--- config.mk ---
export PLATFORM = sky130hd
export DESIGN_NAME = bp_be_dcache_port_arbiter
export DESIGN_NICKNAME = d
export VERILOG_FILES = /design/src/rtl/bp_be_dcache_port_arbiter.sv
export SDC_FILE = /design/constraint.sdc
export NUM_CORES = 1
export LEC_CHECK = 0
export CAP_MARGIN = 40
export CORE_AREA = 2 2 135 137
export CTS_BUF_LIST = sky130_fd_sc_hd__clkbuf_8
export CTS_CLUSTER_DIAMETER = 100
export CTS_CLUSTER_SIZE = 12
export DETAILED_ROUTE_END_ITERATION = 8
export DIE_AREA = 0 0 137 139
export GPL_TIMING_DRIVEN = 0
export PLACE_DENSITY = 0.59
export SETUP_SLACK_MARGIN = 0.2
export SYNTH_ARGS = -nofsm -noshare
export SYNTH_HDL_FRONTEND = slang
export SYNTH_SLANG_ARGS = --single-unit
--- constraint.sdc ---
create_clock -name clk_i -period 2.9 [get_ports clk_i]
set_input_delay 0.87 -clock clk_i [delete_from_list [all_inputs] [get_ports clk_i]]
set_output_delay 0.87 -clock clk_i [all_outputs]
set_load 0.03 [all_outputs]
--- src/rtl/bp_be_dcache_port_arbiter.sv ---
// rtl/bp_be_dcache_port_arbiter.sv - D$ request port arbiter between memory pipe and page-table walker
//
// Purpose: grants the single D$ request port to either the memory pipeline or the
// PTW. Pipe accesses still in flight are drained before the PTW is granted. The owner
// of each access is tagged through the TL and TV stages, so the physical tag goes to
// the D$ from the right requester and early-valid responses go back to it.
//
// Ports:
//   clk_i, reset_i                 clock, asynchronous active-high reset
//   flush_i                        kill live pipe-owned TL/TV entries
//   pipe_v_i/pipe_pkt_i/pipe_ready_o       pipe request handshake
//   pipe_ptag_i/pipe_ptag_v_i              pipe physical tag (cycle after accept)
//   pipe_early_v_o/pipe_miss_o             pipe TV-stage response
//   ptw_req_i/ptw_grant_o                  PTW port ownership request / grant
//   ptw_v_i/ptw_pkt_i/ptw_ready_o          PTW request handshake
//   ptw_ptag_i/ptw_ptag_v_i/ptw_early_v_o  PTW tag and response
//   dcache_v_o/dcache_pkt_o/dcache_ready_i request to the D$
//   dcache_ptag_o/dcache_ptag_v_o          TL-stage tag to the D$
//   dcache_early_v_i                       TV-stage early valid from the D$
module bp_be_dcache_port_arbiter #(
  parameter int pkt_width_p  = 82,
  parameter int ptag_width_p = 28
) (
  input  logic                    clk_i,
  input  logic                    reset_i,
  input  logic                    flush_i,

  input  logic                    pipe_v_i,
  input  logic [pkt_width_p-1:0]  pipe_pkt_i,
  output logic                    pipe_ready_o,
  input  logic [ptag_width_p-1:0] pipe_ptag_i,
  input  logic                    pipe_ptag_v_i,
  output logic                    pipe_early_v_o,
  output logic                    pipe_miss_o,

  input  logic                    ptw_req_i,
  output logic                    ptw_grant_o,
  input  logic                    ptw_v_i,
  input  logic [pkt_width_p-1:0]  ptw_pkt_i,
  output logic                    ptw_ready_o,
  input  logic [ptag_width_p-1:0] ptw_ptag_i,
  input  logic                    ptw_ptag_v_i,
  output logic                    ptw_early_v_o,

  output logic                    dcache_v_o,
  output logic [pkt_width_p-1:0]  dcache_pkt_o,
  input  logic                    dcache_ready_i,
  output logic [ptag_width_p-1:0] dcache_ptag_o,
  output logic                    dcache_ptag_v_o,
  input  logic                    dcache_early_v_i
);

  typedef enum logic [1:0] {
    S_PIPE  = 2'd0,
    S_DRAIN = 2'd1,
    S_PTW   = 2'd2
  } state_e;

  localparam logic OWNER_PIPE = 1'b0;
  localparam logic OWNER_PTW  = 1'b1;

  state_e state;
  logic   tl_live, tl_owner;
  logic   tv_live, tv_owner;

  logic pipe_accept, ptw_accept;
  logic tl_pipe_live, tv_pipe_live;
  logic pipe_pending;

  // Acceptance is gated by reset so no handshake is offered while reset is held,
  // even though the state register already sits in PIPE.
  assign pipe_ready_o = ~reset_i & (state == S_PIPE) & ~ptw_req_i & dcache_ready_i;
  assign ptw_ready_o  = ~reset_i & (state == S_PTW) & dcache_ready_i;
  assign ptw_grant_o  = ~reset_i & (state == S_PTW);

  assign pipe_accept = pipe_v_i & pipe_ready_o;
  assign ptw_accept  = ptw_v_i & ptw_ready_o;

  assign dcache_v_o   = pipe_accept | ptw_accept;
  assign dcache_pkt_o = (state == S_PTW) ? ptw_pkt_i : pipe_pkt_i;

  assign tl_pipe_live = tl_live & (tl_owner == OWNER_PIPE);
  assign tv_pipe_live = tv_live & (tv_owner == OWNER_PIPE);

  // A flushed pipe entry is gone at the next edge, so it no longer holds off the
  // handoff; this is what lets a flush shorten the drain.
  assign pipe_pending = (tl_pipe_live | tv_pipe_live) & ~flush_i;

  assign dcache_ptag_o   = (tl_owner == OWNER_PTW) ? ptw_ptag_i : pipe_ptag_i;
  assign dcache_ptag_v_o = tl_live
                         & ((tl_owner == OWNER_PTW) ? ptw_ptag_v_i : pipe_ptag_v_i)
                         & ~(flush_i & (tl_owner == OWNER_PIPE));

  assign pipe_early_v_o = dcache_early_v_i & tv_pipe_live & ~flush_i;
  assign pipe_miss_o    = tv_pipe_live & ~dcache_early_v_i & ~flush_i;
  assign ptw_early_v_o  = dcache_early_v_i & tv_live & (tv_owner == OWNER_PTW);

  always_ff @(posedge clk_i or posedge reset_i) begin
    if (reset_i) begin
      state    <= S_PIPE;
      tl_live  <= 1'b0;
      tl_owner <= OWNER_PIPE;
      tv_live  <= 1'b0;
      tv_owner <= OWNER_PIPE;
    end else begin
      case (state)
        // With nothing of the pipe in flight the drain is skipped entirely.
        S_PIPE:  if (ptw_req_i) state <= pipe_pending ? S_DRAIN : S_PTW;
        S_DRAIN: begin
          if (!ptw_req_i)        state <= S_PIPE;
          else if (!pipe_pending) state <= S_PTW;
        end
        S_PTW:   if (!ptw_req_i) state <= S_PIPE;
        default: state <= S_PIPE;
      endcase

      // A new accept always enters TL live, even during a flush: the flush only
      // targets accesses already in flight.
      tl_live <= pipe_accept | ptw_accept;
      if (pipe_accept | ptw_accept) tl_owner <= ptw_accept ? OWNER_PTW : OWNER_PIPE;

      tv_live  <= tl_live & ~(flush_i & (tl_owner == OWNER_PIPE));
      tv_owner <= tl_owner;
    end
  end

endmodule

==> impl_metrics.csv <==
group,metric,value,unit
status,status,"completed",
clock_tree,cts_buffer_depth,2,
timing,rsz0062_at_grt,"true",
timing,hold_viol,0,
clock_tree,cts.clk_slew.worst_paths,0.04,ns
layout,syn_to_final_growth,181,%
timing,fin_skew,0.000215,ns
timing,worstMarginPinSlew,0.307,ns
placement,dpl_cell_area,5620,um2
setup_path,cp-end-kind,"output pin",
die,core-area,17700,um2
yosys,synth_area,1860,um2
global_routing,track_usage,0.113,
global_routing,grt_pass1_wl,16500,um
die,initial_core_util,0.106,
yosys,yosys-top-cells-area,"mux2_4 48%, mux2_2 31%, dfrtp_1 8.1%",
routing,firstDrtPassIters,4,
yosys,synth_area_per_cell,12.1,um2
yosys,synth_edf_count,0,
clock_tree,cts_tree,"built",
yosys,synth_most_common_cell,"mux2_4",
layout,insertedDiodeCount,0,
setup_path,cp.arrival,1.82,ns
yosys,synth_commonest_cells,"59 x mux2_4, 51 x mux2_2, 7 x buf_6",
setup_path,critPathRequiredTime,2.03,ns
die,fp.dieArea,19000,um2
layout,final_area,5250,um2
global_routing,grt_max_degree,11,
timing,finalCritPeriodShare,0.927,
timing,setup_viol,0,
setup_path,critPathMaxFanout,1,
power,ir_worst_vdd,207,uV
layout,instances_no_fill,734,
job,maxCapViolCount,0,
layout,n_fill_cell,1877,
yosys,synth_nets,384,
timing,max_freq,372,MHz
setup_path,critPathMaxStageDelay,0.40,ns
layout,drive_gt1_frac,0.495,
routing,wl,11900,um
clock_tree,htreeDepth,1,
clock_tree,clk_latency,0.22,ns
die,die_w,137,um
placement,portBuffers,347,
die,placementRows,49,
placement,dp_hpwl,10600,um
clock_tree,ctsHoldBuffers,0,
power,p_leak,2.36,nW
layout,final_nets,737,
power,power.density,278,nW/um2
yosys,synth_top_area_frac,0.475,
yosys,synth_top_flop_cell,"dfrtp_1",
yosys,yosysWarnings,0,
routing,ant_nets,0,
global_routing,antenna_found_initial,0,
routing,drt_iter0_markers,50,
setup_path,path_cells,"clkdlybuf4s50_1 -> mux2_2 -> clkdlybuf4s15_2",
min_path,hold_path_class,"reg -> reg",
placement,place.gp.congestion,0.751,
setup_path,critPathSlowestCell,"clkdlybuf4s50_1",
global_routing,grt_pass1_vias,2953,
routing,routedWlPerCell,16.2,um
setup_path,crit_path_start_kind,"primary input",
clock_tree,cts_root_buffer,"clkbuf_8",
timing,holdWs,0.373,ns
global_routing,grt_overflow,0,
timing,drv_slew,0,
yosys,synth_area_leader_cell,"mux2_4",
routing,drcViolationCount,0,
layout,seq_area,150,um2
layout,multi_input_area,1620,um2
timing,relSlewSlack,0.796,
routing,routed_via_density,3.63,
clock_tree,cts.sinks,6,
setup_path,path_buf_inv,2,
yosys,synthCells,154,
yosys,synth_seq_area_share,0.0805,
clock_tree,cts_inserted_buffers,3,
die,die_y,139,um
yosys,synth_cell_types,20,
yosys,async_flop_share,1.00,
timing,fin_crit,2.69,ns
die,ios,348,
yosys,synth.ff_latch_count,6,
setup_path,cp_top_family,"buffers and inverters",
routing,via_count,2664,
setup_path,critPathKind,"in -> out",
placement,dp.cells,730,
-- final timing paths --
path,slack (ns),startpoint,depth (start not counted),endpoint
setup / recovery,0.21,ptw_ptag_i[10],3,dcache_ptag_o[10]
hold / removal,0.37,tl_owner$_DFFE_PP0P_,0,tv_owner$_DFF_PP0_
setup reg to reg,1.63,state[0]$_DFFE_PP0P_,5,tl_live$_DFF_PP0_
hold reg to reg,0.37,tl_owner$_DFFE_PP0P_,0,tv_owner$_DFF_PP0_
max in group asynchronous,2.06,reset_i,2,state[0]$_DFFE_PP0P_
min in group asynchronous,0.72,reset_i,2,tl_live$_DFF_PP0_
-- timing repair --
item                                    in CTS  in global routing
pin swaps                                    1                  2
endpoints found under the setup margin     118                 60
resized for setup                          468                107
endpoints found under the hold margin        0                  0
setup buffers                                0                  1
-- per-stage QoR --
stage | setup TNS [ns] | utilization | setup WS (ns) | power (W)
2_1_floorplan | 0 | - | 0.208 | 0.000801
5_1_grt | 0 | 0.297 | 0.187 | 0.00154
6_report | 0 | 0.297 | 0.211 | 0.00146
4_1_cts | 0 | 0.313 | 0.0867 | 0.00153
3_3_place_gp | -15.59 | 0.319 | -0.727 | 0.00147
3_5_place_dp | -15.97 | 0.319 | -0.765 | 0.00148
-- area by class of cell --
cell class,instances,area share
Inverter,3,0.00262
Multi-Input combinational cell,132,0.310
Timing Repair Buffer,348,0.574
Sequential cell,6,0.0286
Clock buffer,3,0.00787
Buffer,13,0.0229
Tap cell,229,0.0546
-- layer usage --
layer | global-route usage | up-vias | wire length, um
met1 | 0.113 | 1189 | 4020
met5 | 0 | - | 0
li1 | - | 1272 | -
met4 | 0.0141 | 0 | 110
met2 | 0.227 | 195 | 6310
met3 | 0.0355 | 8 | 1460
-- registers in the layout, indices dropped and copies added (netlist names) --
name and flops:
state 2, tl_live 1, tl_owner 1, tv_live 1, tv_owner 1
-- worst register-to-register path: stages (launching register included) --
cell	delay (ns)
dfrtp_1	0.39
nand2b_2	0.19
buf_12	0.17
nor2_4	0.06
a21bo_2	0.22
buf_4	0.13
-- kinds of logic after synthesis --
logic type,Yosys count,synth area share
AO/OA/AOI/OAI,4,0.0168
buffers and inverters,16,0.0638
flip-flops,6,0.0805
multiplexers,111,0.789
AND/OR/NAND/NOR,17,0.0503
-- cells in the final DEF, fill, tap and decap left out, drive strengths merged --
cell / n
a21bo: 1
a22o: 1
and3: 3
buf: 112
clkbuf: 6
clkdlybuf4s15: 17
clkdlybuf4s50: 224
dfrtp: 6
dlygate4sd2: 3
dlymetal6s2s: 2
inv: 3
mux2: 110
mux2i: 1
nand2: 1
nand2b: 2
nand4: 1
nor2: 4
nor2b: 4
nor3: 1
nor3b: 1
o21a: 1
o21ai: 1
-- power by group --
group	internal [W]	switching, W
Clock	0.0000891	0.0000351
Sequential	0.0000926	0.00000528
Combinational	0.000639	0.000599
Note: power is estimated with default switching activity, not from simulation.
